### src/rtl/timer_share_arbiter.sv
// Round-robin scheduler sharing one down-counting interval timer among NREQ requesters.
// Grant appears 1 cycle after the load edge; a requester waits (req held) until it wins arbitration.
module timer_share_arbiter #(
  parameter int NREQ  = 4,
  parameter int WIDTH = 8
) (
  input  logic                  clk,
  input  logic                  reset_n,
  input  logic [NREQ-1:0]       req,
  input  logic [NREQ*WIDTH-1:0] len,
  output logic [NREQ-1:0]       grant,
  output logic [NREQ-1:0]       done,
  output logic [WIDTH-1:0]      count,
  output logic                  busy
);

  localparam int PW = (NREQ > 1) ? $clog2(NREQ) : 1;

  typedef enum logic [1:0] {IDLE, RUN, DONE} state_t;

  state_t           state_q, state_d;
  logic [PW-1:0]    ptr_q, ptr_d;
  logic [NREQ-1:0]  grant_q, grant_d;
  logic [NREQ-1:0]  done_q, done_d;
  logic [WIDTH-1:0] count_q, count_d;
  logic             busy_q, busy_d;

  logic [NREQ-1:0]  arb_req;
  logic             win_vld;
  logic [PW-1:0]    win_idx;
  logic [NREQ-1:0]  win_oh;
  logic [WIDTH-1:0] win_len;

  // Two passes: indices above ptr first, then wrap to the low indices.
  always_comb begin
    arb_req = (state_q == DONE) ? (req & ~done_q) : req;
    win_vld = 1'b0;
    win_idx = ptr_q;
    win_oh  = '0;
    win_len = '0;
    for (int i = 0; i < NREQ; i++) begin
      if (!win_vld && arb_req[i] && (i > int'(ptr_q))) begin
        win_vld   = 1'b1;
        win_idx   = PW'(i);
        win_oh[i] = 1'b1;
        win_len   = len[i*WIDTH +: WIDTH];
      end
    end
    for (int i = 0; i < NREQ; i++) begin
      if (!win_vld && arb_req[i] && (i <= int'(ptr_q))) begin
        win_vld   = 1'b1;
        win_idx   = PW'(i);
        win_oh[i] = 1'b1;
        win_len   = len[i*WIDTH +: WIDTH];
      end
    end
    if (win_len == '0) win_len = WIDTH'(1);
  end

  always_comb begin
    state_d = state_q;
    ptr_d   = ptr_q;
    grant_d = grant_q;
    done_d  = '0;
    count_d = count_q;
    busy_d  = busy_q;
    case (state_q)
      IDLE, DONE: begin
        if (win_vld) begin
          state_d = RUN;
          ptr_d   = win_idx;
          grant_d = win_oh;
          count_d = win_len;
          busy_d  = 1'b1;
        end else begin
          state_d = IDLE;
          grant_d = '0;
          count_d = '0;
          busy_d  = 1'b0;
        end
      end
      RUN: begin
        // grant_q is one-hot here, so it selects the owner's req bit.
        if ((req & grant_q) == '0) begin
          state_d = IDLE;
          grant_d = '0;
          count_d = '0;
          busy_d  = 1'b0;
        end else if (count_q <= WIDTH'(1)) begin
          state_d = DONE;
          grant_d = '0;
          done_d  = grant_q;
          count_d = '0;
          busy_d  = 1'b1;
        end else begin
          count_d = count_q - WIDTH'(1);
        end
      end
      default: begin
        state_d = IDLE;
        grant_d = '0;
        count_d = '0;
        busy_d  = 1'b0;
      end
    endcase
  end

  always_ff @(posedge clk or negedge reset_n) begin
    if (!reset_n) begin
      state_q <= IDLE;
      ptr_q   <= PW'(NREQ - 1);
      grant_q <= '0;
      done_q  <= '0;
      count_q <= '0;
      busy_q  <= 1'b0;
    end else begin
      state_q <= state_d;
      ptr_q   <= ptr_d;
      grant_q <= grant_d;
      done_q  <= done_d;
      count_q <= count_d;
      busy_q  <= busy_d;
    end
  end

  assign grant = grant_q;
  assign done  = done_q;
  assign count = count_q;
  assign busy  = busy_q;

endmodule

### config.mk
export PLATFORM = sky130hd
export DESIGN_NAME = timer_share_arbiter
export DESIGN_NICKNAME = d
export VERILOG_FILES = /design/src/rtl/timer_share_arbiter.sv
export SDC_FILE = /design/constraint.sdc
export NUM_CORES = 1
export LEC_CHECK = 0
export CORE_MARGIN = 5
export CORE_UTILIZATION = 41
export CTS_BUF_LIST = sky130_fd_sc_hd__clkbuf_16
export DETAILED_ROUTE_END_ITERATION = 8
export PLACE_DENSITY = 0.78
export SYNTH_ARGS = -nofsm -noshare
export SYNTH_HDL_FRONTEND = slang
export SYNTH_SLANG_ARGS = --single-unit
export TNS_END_PERCENT = 20
### constraint.sdc
create_clock -name clk -period 2.4 [get_ports clk]
set_clock_uncertainty 0.2 [all_clocks]
set_input_delay 0.36 -clock clk [delete_from_list [all_inputs] [get_ports clk]]
set_output_delay 0.36 -clock clk [all_outputs]
set_load 0.005 [all_outputs]
==> Word-level counts from Yosys, hierarchy flattened <==
Cells that the tools add are included.
{ "op_classes": {"magnitude_cmp": 7, "muxes": 48, "n_bitwise": 3, "add_sub_neg": 1, "n_eq_ne": 3, "reduce_logical": 24} }
{ "ops": {"columns": ["op", "n"], "rows": [
  ["$mux W8", 11],
  ["$mux W4", 7],
  ["$mux W2", 9],
  ["$mux W1", 17],
  ["$pmux W8 S2", 1],
  ["$logic_and A1 B1 Y1", 12],
  ["$and A4 B4 Y4", 2],
  ["$le A8 B1 Y1 const B", 1],
  ["$logic_not A8 Y1", 1],
  ["$pmux W4 S2", 1],
  ["$sub A8 B1 Y8 const B", 1],
  ["$reduce_bool A7 Y1", 1],
  ["$logic_not A1 Y1", 6],
  ["$gt A2 B2 Y1 const A", 2],
  ["$le A2 B2 Y1 const A", 2],
  ["$logic_not A4 Y1", 1],
  ["$not A4 Y4", 1],
  ["$pmux W2 S2", 1],
  ["$ne A3 B3 Y1 const B", 1],
  ["$reduce_and A3 Y1", 1],
  ["$eq A2 B1 Y1 const B", 1],
  ["$eq A2 B2 Y1 const B", 1],
  ["$gt A1 B2 Y1 const A", 1],
  ["$le A1 B2 Y1 const A", 1],
  ["other kinds (3)", 3]
]} }
{ "totals": {"regBits": 21, "out_inout_bits": 17} }

==> Logic depth before layout (Yosys ltp) <==
{ "logic_depth": {"depth_word": 32, "ltp_mapped": 9} }

==> Least setup slack after synthesis <==
OpenSTA, ideal clock, no wires.
{ "synth_timing": {"path_kind": "register -> register", "from": "reg state_q[0]", "to": "reg count_q[1] (netlist: count[1])", "required_time_ps": 2059, "slack_ps": 103, "period_less_slack_ps": 2297, "path_stages_with_launch": 7, "t_arrival_ps": 1956, "setup_ps": 141, "n_path_buf": 1, "path_cell_list": "dfrtp_1 nand3b_1 a222oi_1 nand2_1 o31ai_2 buf_2 o22ai_1"} }
{ "synth_between": {"elab_chain_len": 31, "word_cells_on_any_way": 41} }
{ "synth_rtl": {"columns": ["element", "line_no", "source"], "rows": [
  ["start: declaration", "21", "state_t state_q, state_d;"],
  ["start signal: assignment", "117", "state_q <= state_d;"],
  ["$eq A2 B2 Y1", "36, 67", null],
  ["$mux W4", "36", "arb_req = (state_q == DONE) ? (req & ~done_q) : req;"],
  ["$logic_and A1 B1 Y1", "42", "if (!win_vld && arb_req[i] && (i > int'(ptr_q))) begin"],
  ["$mux W1", "42", null],
  ["$logic_not A1 Y1", "42", null],
  ["$logic_and A1 B1 Y1 (2 in a row)", "42", null],
  ["$mux W1", "42", null],
  ["$logic_not A1 Y1", "42", null],
  ["(+14 left out)", null, null],
  ["$logic_not A1 Y1", "50", "if (!win_vld && arb_req[i] && (i <= int'(ptr_q))) begin"],
  ["$logic_and A1 B1 Y1 (2 in a row)", "50", null],
  ["$mux W8", "50", null],
  ["$logic_not A8 Y1", "57", "if (win_len == '0) win_len = WIDTH'(1);"],
  ["$mux W8", "57", null],
  ["$mux W8", "69", "if (win_vld) begin"],
  ["$pmux W8 S2 (*)", "67", "case (state_q)"],
  ["via count_d[1]", "25", "logic [WIDTH-1:0] count_q, count_d;"],
  ["end signal: assignment", "121", "count_q <= count_d;"],
  ["end: declaration", "25", null]
]} }
The timed path passes the listed nets; every way through them passes the cells marked *.
A chain may end at the register's enable or synchronous reset.

==> Final worst setup path <==
{ "layout_timing": {"from": "reg state_q[0]", "to": "reg count_q[0] (netlist: count[0])"} }
Same word-level chain as after synthesis.

==> flow_metrics.tcl <==
set metrics [dict create \
    clock-sinks 21 \
    synthToLayoutAreaGrowth_pct 78.7 \
    clock_path_buffers 2 \
    irDropWorstVdd_mv 0.914 \
    power_switching_mw 1.08 \
    die_area_um2 5140 \
    die_w_um 71.7 \
    slowest_delay_ns 0.42 \
    fin_total_pwr_mw 2.79 \
    outcome "finished, violations left" \
    grt_setup_unrepaired "true" \
    hold_viol 0 \
    worstSkewPairLatency_ns 0.25 \
    grt_usage 0.234 \
    crit_family "simple AND/OR/NAND/NOR gates" \
    layout-drive-gt1-share 0.291 \
    synthTopCellsByCount "19 x dfrtp_1, 14 x nand2_1, 14 x nand3_1" \
    drt-met1-wl_mm 2.42 \
    yosys.cell_types.count 43 \
    port_buffers 54 \
    synth-warning-count 0 \
    io_pins 55 \
    p_per_area_nw_per_um2 1000 \
    clock.fmax_mhz 412 \
    grt_max_degree 22 \
    path_class "reg2reg" \
    cap_viol_max_count 0 \
    htreeDepth 1 \
    violations "setup timing" \
    drt_iter0_drc 230 \
    route.met3.wl_um 406 \
    required_ns 2.37 \
    first_pass_iters 4 \
    core_area_um2 3660 \
    holdBufCountCts 0 \
    synth-seq-cells 21 \
    synth_edf_count 0 \
    vias 1936 \
    fp.dieH_um 71.7 \
    worst-path-max-fanout 6 \
    wl_met2_mm 2.95 \
    synth_ff_type "dfrtp_1" \
    drc_errors 0 \
    synth_top_area_cell "dfrtp_1" \
    fillers 261 \
    wire_per_inst_um 17.5 \
    cp.arrival_ns 2.39 \
    syn_area_per_cell_um2 8.30 \
    cp_cell_sequence "nand3b_1 -> buf_4 -> nand3_2 -> buf_6 -> mux2i_4 -> o22ai_2 -> a211o_1 -> nor4_2 -> nand4_1 -> o211ai_1" \
    slew_headroom 0.650 \
    row_count 22 \
    synth.area.top_cells "dfrtp_1 30%, nand3_1 4.5%, o22ai_1 4.4%, dfstp_2 3.4%, nand2_1 3.4%" \
    clkTransAtPathRegs_ns 0.05 \
    root_buffer "clkbuf_16" \
    cts_buffers 3 \
    pwr-share-comb 0.649 \
    grt_overflow 0 \
    finalSetupTns_ns -0.0266 \
    slew_viol_final 0 \
    yosysMostFrequentCell "dfrtp_1" \
    setup_viol_count_final 1 \
    p_leak_nw 1.19 \
    synth_top_area_frac 0.305 \
    start_util 0.426 \
    ys_async_sr_fraction 1.00 \
    synth_nets 228 \
    whs_ns 0.244 \
    clockPowerShare 0.124 \
    top_layer "met4" \
    antenna_found_initial 0 \
    place.gp.congestion 0.919 \
    diodes 0 \
    p_sw_frac 0.387 \
    cts_tree "done" \
    fin_util 0.761 \
    viasPerCell 5.69 \
    dpl_cell_area_um2 2460 \
    fin_area_um2 2790 \
    worst_slack_ns -0.0266 \
    synth_cells 188 \
    seq_area_frac_synth 0.338 \
    grt_pass1_vias 2012 \
    path_buf_inv 2 \
    fin_nets 333 \
    pwr-share-seq 0.227 \
    period_share 1.01 \
    drt_wl_total_mm 5.95 \
    hpwl_mm 4.36 \
    synthesis.area_um2 1560 \
    postRouteAntennaNets 0 \
    min_path_type "in2async" \
    start_kind "flop" \
    worst_pin_slew_ns 0.521 \
    power.internal_mw 1.71 \
    grt_pass1_wl_mm 9.74 \
    crit_path_end_kind "flop" \
    crit_slowest_cell "dfrtp_1" \
    fin_crit_ns 2.43 \
]
flip-flops by register name (all words and copies together), names as in the netlist:
signal / cells
count: 8
done: 4
grant: 4
ptr_q: 2
state_q: 2
busy: 1
stage by stage:
step                instances  worst slack (ns)
finish                    340           -0.0266
global route              340            -0.192
CTS                       338           0.00117
detailed placement        324            -0.355
global placement          324            -0.322
floorplan                 188             0.103
power by group through the flow:
stage	clock (mW)	combinational [mW]	sequential [mW]
after floorplan	0	0.797	0.604
after global placement	0	1.54	0.621
after detailed placement	0	1.56	0.631
after CTS	0.352	1.69	0.628
after global routing	0.366	1.95	0.649
final	0.345	1.81	0.633
kinds of logic (layout without fill, tap and decap cells):
group / after synthesis / after routing / synth area share
xor+xnor: 6 / 6 / 0.0337
fa+ha+maj: 2 / 2 / 0.0160
mux: 4 / 4 / 0.0257
buf+inv: 18 / 121 / 0.0505
flops: 21 / 21 / 0.338
simple gates: 79 / 79 / 0.265
compound gates: 58 / 59 / 0.270
worst register-to-register path, stage by stage (launching register included):
cell	delay (ns)
dfrtp_1	0.42
nand3b_1	0.28
buf_4	0.20
nand3_2	0.10
buf_6	0.13
mux2i_4	0.21
o22ai_2	0.09
a211o_1	0.27
nor4_2	0.23
nand4_1	0.11
o211ai_1	0.10
path summary, 6_finish.rpt:
check / from / endpoint / slack (ns) / cells past startpoint
max: state_q[0] / count[0] / -0.03 / 10
min: reset_n / done[2] / 0.24 / 2
max reg2reg: state_q[0] / count[0] / -0.03 / 10
min reg2reg: ptr_q[0] / ptr_q[0] / 0.32 / 2
max in group asynchronous: reset_n / ptr_q[0] / 1.48 / 2
min in group clk: ptr_q[0] / ptr_q[0] / 0.32 / 2
layout by cell type (no fill, tap or decap), types with 6 or more instances in the layout:
cell / Yosys / layout
clkdlybuf4s50_1: 0 / 54
buf_4: 0 / 47
dfrtp_1: 19 / 18
nor2_1: 13 / 12
nand3_1: 14 / 12
nand2_1: 14 / 11
inv_1: 10 / 10
o22ai_1: 11 / 10
nor3_1: 7 / 7
a21oi_1: 9 / 7
nand2b_1: 8 / 6
per-layer routing:
layer / up-vias / global-route usage
met5: - / 0
met3: 15 / 0.0351
met4: 0 / 0.0981
met2: 86 / 0.391
li1: 927 / -
met1: 908 / 0.301
final cells by class:
cell class | instances | area (um^2) | share of cell area
sequential | 21 | 529 | 0.190
clock buffer | 3 | 75.1 | 0.0269
multi-input combinational | 150 | 1090 | 0.392
inverter | 10 | 37.5 | 0.0135
tap | 48 | 60.1 | 0.0215
timing repair buffer | 107 | 987 | 0.354
clock inverter | 1 | 5.00 | 0.00180
timing repair:
action                     4_1_cts  5_1_grt
cloned                           1        0
gates resized for setup         11       24
setup buffers                    9        2
pin swaps                       13       15
setup endpoints to repair        6       15
Note: power is estimated with default switching activity, not from simulation.
